$ cat src/rtl/cpu_pkg.sv
// Shared opcode, funct and ALU-control encodings for the MIPS-subset pipeline,
// plus the control-bundle type and the data-memory power-on image.
package cpu_pkg;

  localparam logic [5:0] OP_RTYPE = 6'b000000;
  localparam logic [5:0] OP_LW    = 6'b100011;
  localparam logic [5:0] OP_SW    = 6'b101011;
  localparam logic [5:0] OP_ADDI  = 6'b001000;

  localparam logic [5:0] FN_ADD = 6'b100000;
  localparam logic [5:0] FN_SUB = 6'b100010;
  localparam logic [5:0] FN_AND = 6'b100100;
  localparam logic [5:0] FN_OR  = 6'b100101;
  localparam logic [5:0] FN_XOR = 6'b100110;
  localparam logic [5:0] FN_SLT = 6'b101010;

  localparam logic [3:0] ALUC_AND = 4'b0000;
  localparam logic [3:0] ALUC_OR  = 4'b0001;
  localparam logic [3:0] ALUC_ADD = 4'b0010;
  localparam logic [3:0] ALUC_XOR = 4'b0011;
  localparam logic [3:0] ALUC_SUB = 4'b0110;
  localparam logic [3:0] ALUC_SLT = 4'b0111;

  typedef struct packed {
    logic       wreg;
    logic       m2reg;
    logic       wmem;
    logic [3:0] aluc;
    logic       aluimm;
    logic       regrt;
  } ctrl_t;

  localparam ctrl_t CTRL_NOP = '0;

  // Word loaded into each data-memory location on reset.
  function automatic logic [31:0] dm_init_word(input int unsigned idx);
    logic [31:0] w;
    case (idx)
      0:       w = 32'hA00000AA;
      1:       w = 32'h10000011;
      2:       w = 32'h20000022;
      3:       w = 32'h30000033;
      4:       w = 32'h40000044;
      5:       w = 32'h50000055;
      6:       w = 32'h60000066;
      7:       w = 32'h70000077;
      8:       w = 32'h80000088;
      9:       w = 32'h90000099;
      default: w = 32'h00000000;
    endcase
    return w;
  endfunction

endpackage

$ cat src/rtl/dm_ram.sv
// Word-addressed data memory: asynchronous read, synchronous write, and a
// synchronous reset that reloads the fixed initial image (reset beats write).
module dm_ram
  import cpu_pkg::*;
#(
  parameter int DATA_W   = 32,
  parameter int DM_DEPTH = 32
) (
  input  logic              clk,
  input  logic              rst,
  input  logic [31:0]       addr,
  input  logic [DATA_W-1:0] wdata,
  input  logic              we,
  output logic [DATA_W-1:0] rdata
);

  localparam int AW = $clog2(DM_DEPTH);

  logic [DATA_W-1:0] mem_q [DM_DEPTH];
  logic [DATA_W-1:0] mem_d [DM_DEPTH];
  logic [AW-1:0]     idx;

  // Byte offset and bits above the array size are dropped, so addresses wrap.
  assign idx = addr[AW+1:2];

  logic unused_addr_bits;
  assign unused_addr_bits = ^{addr[31:AW+2], addr[1:0]};

  assign rdata = mem_q[idx];

  always_comb begin
    mem_d = mem_q;
    if (rst) begin
      for (int i = 0; i < DM_DEPTH; i++) begin
        mem_d[i] = DATA_W'(dm_init_word(i));
      end
    end else if (we) begin
      mem_d[idx] = wdata;
    end
  end

  always_ff @(posedge clk) begin
    mem_q <= mem_d;
  end

endmodule

$ cat src/rtl/cpu_ctrl_mem.sv
// Pipeline support block: IF-stage PC incrementer, ID-stage control decoder
// (both combinational) and the MEM-stage data memory.
module cpu_ctrl_mem
  import cpu_pkg::*;
#(
  parameter int DATA_W   = 32,
  parameter int DM_DEPTH = 32,
  parameter int PC_INC   = 4
) (
  input  logic              clk,
  input  logic              rst,
  input  logic [31:0]       pc_in,
  output logic [31:0]       pc_next,
  input  logic [31:0]       instr,
  output logic              wreg,
  output logic              m2reg,
  output logic              wmem,
  output logic [3:0]        aluc,
  output logic              aluimm,
  output logic              regrt,
  input  logic [31:0]       dm_addr,
  input  logic [DATA_W-1:0] dm_wdata,
  input  logic              dm_we,
  output logic [DATA_W-1:0] dm_rdata
);

  assign pc_next = pc_in + 32'(PC_INC);

  logic [5:0] op;
  logic [5:0] fn;
  ctrl_t      ctrl;

  assign op = instr[31:26];
  assign fn = instr[5:0];

  // Register fields are consumed by the register file, not by this decoder.
  logic unused_instr_bits;
  assign unused_instr_bits = ^instr[25:6];

  always_comb begin
    ctrl = CTRL_NOP;
    case (op)
      OP_RTYPE: begin
        ctrl.wreg = 1'b1;
        case (fn)
          FN_ADD:  ctrl.aluc = ALUC_ADD;
          FN_SUB:  ctrl.aluc = ALUC_SUB;
          FN_AND:  ctrl.aluc = ALUC_AND;
          FN_OR:   ctrl.aluc = ALUC_OR;
          FN_XOR:  ctrl.aluc = ALUC_XOR;
          FN_SLT:  ctrl.aluc = ALUC_SLT;
          default: ctrl = CTRL_NOP;
        endcase
      end
      OP_LW: begin
        ctrl.wreg   = 1'b1;
        ctrl.m2reg  = 1'b1;
        ctrl.aluimm = 1'b1;
        ctrl.regrt  = 1'b1;
        ctrl.aluc   = ALUC_ADD;
      end
      OP_SW: begin
        ctrl.wmem   = 1'b1;
        ctrl.aluimm = 1'b1;
        ctrl.regrt  = 1'b1;
        ctrl.aluc   = ALUC_ADD;
      end
      OP_ADDI: begin
        ctrl.wreg   = 1'b1;
        ctrl.aluimm = 1'b1;
        ctrl.regrt  = 1'b1;
        ctrl.aluc   = ALUC_ADD;
      end
      default: ctrl = CTRL_NOP;
    endcase
  end

  assign wreg   = ctrl.wreg;
  assign m2reg  = ctrl.m2reg;
  assign wmem   = ctrl.wmem;
  assign aluc   = ctrl.aluc;
  assign aluimm = ctrl.aluimm;
  assign regrt  = ctrl.regrt;

  dm_ram #(
    .DATA_W   (DATA_W),
    .DM_DEPTH (DM_DEPTH)
  ) u_dm_ram (
    .clk   (clk),
    .rst   (rst),
    .addr  (dm_addr),
    .wdata (dm_wdata),
    .we    (dm_we),
    .rdata (dm_rdata)
  );

endmodule

$ cat config.mk
export PLATFORM = sky130hd
export DESIGN_NAME = cpu_ctrl_mem
export DESIGN_NICKNAME = d
export VERILOG_FILES = /design/src/rtl/cpu_pkg.sv /design/src/rtl/dm_ram.sv /design/src/rtl/cpu_ctrl_mem.sv
export SDC_FILE = /design/constraint.sdc
export NUM_CORES = 2
export LEC_CHECK = 0
export BUFFER_PORTS_ARGS = -buffer_cell sky130_fd_sc_hd__buf_2
export CAP_MARGIN = 40
export CORE_AREA = 2 2 258 387
export CTS_CLUSTER_SIZE = 30
export DETAILED_ROUTE_END_ITERATION = 10
export DIE_AREA = 0 0 260 389
export GPL_ROUTABILITY_DRIVEN = 0
export HOLD_SLACK_MARGIN = 0.05
export SLEW_MARGIN = 10
export SYNTH_ARGS = -nofsm -noshare
export SYNTH_HDL_FRONTEND = slang
export SYNTH_SLANG_ARGS = --single-unit
$ cat constraint.sdc
create_clock -name clk -period 4.6 [get_ports clk]
set_input_delay 0.23 -clock clk [delete_from_list [all_inputs] [get_ports clk]]
set_output_delay 0.23 -clock clk [all_outputs]
set_load 0.005 [all_outputs]
==> impl_metrics.env <==
export IMPL_p_int_uw=14160
export IMPL_multiInputGateArea_um2=21320
export IMPL_drt_iter0_drc=4379
export IMPL_setup_violations_final=0
export IMPL_async_flop_share_pct=0
export IMPL_pre_cts_ws_ns=1.540
export IMPL_avgSynthCellArea_um2=8.356
export IMPL_ff_latch_area_um2=20500
export IMPL_r2r_start="u_dm_ram.mem_q[582]"
export IMPL_drv_cap=0
export IMPL_cp_required_ns=4.37
export IMPL_max_freq_ghz=0.3371
export IMPL_regMostFlops="u_dm_ram.mem_q"
export IMPL_hold_viol_final=0
export IMPL_ys_flop_type="dfxtp_1"
export IMPL_yosysSeqAreaShare_pct=47.07
export IMPL_fillCellCount=9177
export IMPL_drt_pass1_iter_count=6
export IMPL_drt_total_wl_um=159000
export IMPL_switching_share_pct=23.65
export IMPL_num_vias=37840
export IMPL_synth_area_top_cells="dfxtp_1 47%, nand2_1 18%, mux4_2 13%, a21oi_1 11%, clkbuf_1 3.0%"
export IMPL_antenna_left=0
export IMPL_hold_slack_ns=0.06896
export IMPL_p_clk_share_pct=45.8
export IMPL_initial_core_util_pct=44.48
export IMPL_overflow=0
export IMPL_rr_endpoint="u_dm_ram.mem_q[582]"
export IMPL_hp_class="input port to flip-flop"
export IMPL_crit_fanout=59
export IMPL_rr_worst_depth=2
export IMPL_floorplan_rows=141
export IMPL_yosysTopAreaCellShare_pct=47.07
export IMPL_cp_startpoint="dm_addr[2]"
export IMPL_yosysWarnings=0
export IMPL_numCtsBuffers=95
export IMPL_cp_num_cells=6
export IMPL_path_buf_inv=3
export IMPL_p_per_area_nw_per_um2=377.1
export IMPL_grt_usage_pct=30.86
export IMPL_total_power_uw=18540
export IMPL_post_drt_wl_per_cell_um=24.58
export IMPL_grt_setup_unrepaired="false"
export IMPL_worstPathArrival_ns=2.74
export IMPL_cp_end_kind="output port"
export IMPL_ys_types=41
export IMPL_critPathSlowestCell="mux4_2"
export IMPL_coreArea_um2=97910
export IMPL_ys_seq_elements=1024
export IMPL_netlist_instances=5212
export IMPL_reg2reg_slack_ns=3.91
export IMPL_path_delay_family="buffers and inverters"
export IMPL_clkLatencyLatePin_ns=0.70
export IMPL_largest_register_ffs=1024
export IMPL_ir_worst_vdd_mv=0.2770
export IMPL_p_seq_share_pct=48.3
export IMPL_fin_nets=5237
export IMPL_fin_worst_skew_ns=0
export IMPL_fp_dieW_um=260
export IMPL_finalMaxSlewViolations=0
export IMPL_cts_sinks=1024
export IMPL_numPortBuffers=151
export IMPL_syn_num_nets=5344
export IMPL_via_per_inst=5.850
export IMPL_cts_setup_buffers=0
export IMPL_grt_max_degree=139
export IMPL_worst_pin_slew_ns=0.9493
export IMPL_area_growth_pct=12.88
export IMPL_io_pins=204
export IMPL_power_switching_uw=4385
export IMPL_status="finished clean"
export IMPL_min_period_ns=2.966
export IMPL_clock_root_buffer="clkbuf_16"
export IMPL_cts_tree="done"
export IMPL_path_cells="buf_8 > buf_4 > mux4_2 > a22oi_1 > nand4_1 > buf_2"
export IMPL_reg_largest_list="u_dm_ram.mem_q (1024)"
export IMPL_grt_pass1_vias=35740
export IMPL_yosysTopAreaCell="dfxtp_1"
export IMPL_combPwrFrac_pct=5.9
export IMPL_setup_slack_ns=1.634
export IMPL_syn_area_um2=43550
export IMPL_leakage_uw=0.01609
export IMPL_synth_edf_count=0
export IMPL_antenna_found_initial=5
export IMPL_fin_tns_setup_ns=0
export IMPL_layoutNonFillerInstCount=6469
export IMPL_layout_drive_gt1_share_pct=14.82
export IMPL_max_slew_margin_pct=36.49
export IMPL_critPathKind="input port to output port"
export IMPL_min_period_over_period_pct=64.48
export IMPL_fp_dieArea_um2=101100
export IMPL_dieHeight_um=389
export IMPL_start_kind="input port"
export IMPL_cts_buffer_depth=3
export IMPL_post_route_drc_count=0
export IMPL_slowest_delay_ns=0.55
export IMPL_placed_cells=6277
export IMPL_htreeDepth=3
export IMPL_grt_pass1_wl_um=232300
export IMPL_dpl_hpwl_um=95830
export IMPL_clkTransAtPathRegs_ns=0.06
export IMPL_cp_endpoint="dm_rdata[28]"
-- how the worst min path moves through the flow --
stage	start	slack, ns	cells past startpoint	endpoint
final	dm_wdata[28]	0.07	3	u_dm_ram.mem_q[956]
after global placement	u_dm_ram.mem_q[1003]	0.44	2	u_dm_ram.mem_q[1003]
after CTS	dm_wdata[2]	0.05	3	u_dm_ram.mem_q[354]
after global routing	dm_wdata[2]	0.10	3	u_dm_ram.mem_q[354]
after detailed placement	u_dm_ram.mem_q[304]	0.44	2	u_dm_ram.mem_q[304]
after floorplan	dm_wdata[1]	0.37	2	u_dm_ram.mem_q[641]
-- logic make-up (layout without fill, tap and decap cells) --
family | Yosys count | in the layout | synth area share (%)
simple gates | 2287 | 2287 | 20.80
compound gates | 1107 | 1107 | 13.46
xor+xnor | 29 | 29 | 0.6004
fa+ha+maj | 2 | 2 | 0.05171
other cells | 1 | 2 | 0.008610
buf+inv | 506 | 475 | 4.775
flops | 1024 | 1024 | 47.07
mux | 256 | 256 | 13.24
-- cell usage after synthesis (13+ instances only) --
| library cell | instances |
|---|---|
| a22oi_1 | 128 |
| buf_1 | 15 |
| mux4_2 | 256 |
| clkbuf_1 | 351 |
| nand4_1 | 37 |
| nand3b_1 | 54 |
| dfxtp_1 | 1024 |
| xnor2_1 | 18 |
| a21oi_1 | 975 |
| nor2_1 | 45 |
| nand3_1 | 13 |
| nand2_1 | 2097 |
| buf_2 | 129 |
-- layout make-up --
type / count / share of cell area [%]
tap: 1287 / 3.275
clock buffer: 147 / 5.912
multi-input combinational: 3682 / 43.37
clock inverter: 26 / 0.8424
antenna: 1 / 0.005090
timing repair buffer: 296 / 4.848
sequential: 1024 / 41.70
inverter: 6 / 0.04581
-- per-layer routing --
layer	global-route usage (%)	share of wire (%)	vias to the layer above
met5	0	0.024	-
met4	16.73	5.6	6
met3	5.185	8.5	436
met2	51.56	48	1789
met1	37.78	38	18310
li1	-	-	17300
-- tightest hold or removal path: stages --
cell,delay [ns]
buf_2,0.31
nand2_1,0.14
a21oi_1,0.05
-- cell usage in the layout (no fill, tap or decap), types with 33 or more instances in the layout --
cell type,instances
buf_4,93
nand3b_1,54
nand4_1,37
a22oi_1,128
nand2_1,2065
mux4_2,256
clkbuf_16,98
buf_2,148
a21oi_1,975
dfxtp_1,1024
nor2_4,33
-- per-stage QoR --
stage	cell area (um2)	util, %
3_3_place_gp	45360	46.33
2_1_floorplan	43550	-
3_5_place_dp	45660	46.63
5_1_grt	49160	50.21
6_report	49160	50.21
4_1_cts	49160	50.21
-- repair_timing --
item                                   4_1_cts  5_1_grt
endpoints found under the hold margin      348        0
hold buffers                                18        0
gates resized for setup                      0        0
-- power groups by stage --
| stage | logic, uW | clock network, uW | registers, uW |
|---|---|---|---|
| floorplan | 655 | 0 | 9150 |
| global placement | 1050 | 0 | 9160 |
| detailed placement | 1060 | 0 | 9160 |
| CTS | 1070 | 8570 | 8960 |
| global route | 1140 | 8900 | 8960 |
| finish | 1090 | 8490 | 8960 |
No activity file was read; power rests on OpenSTA's default activity.
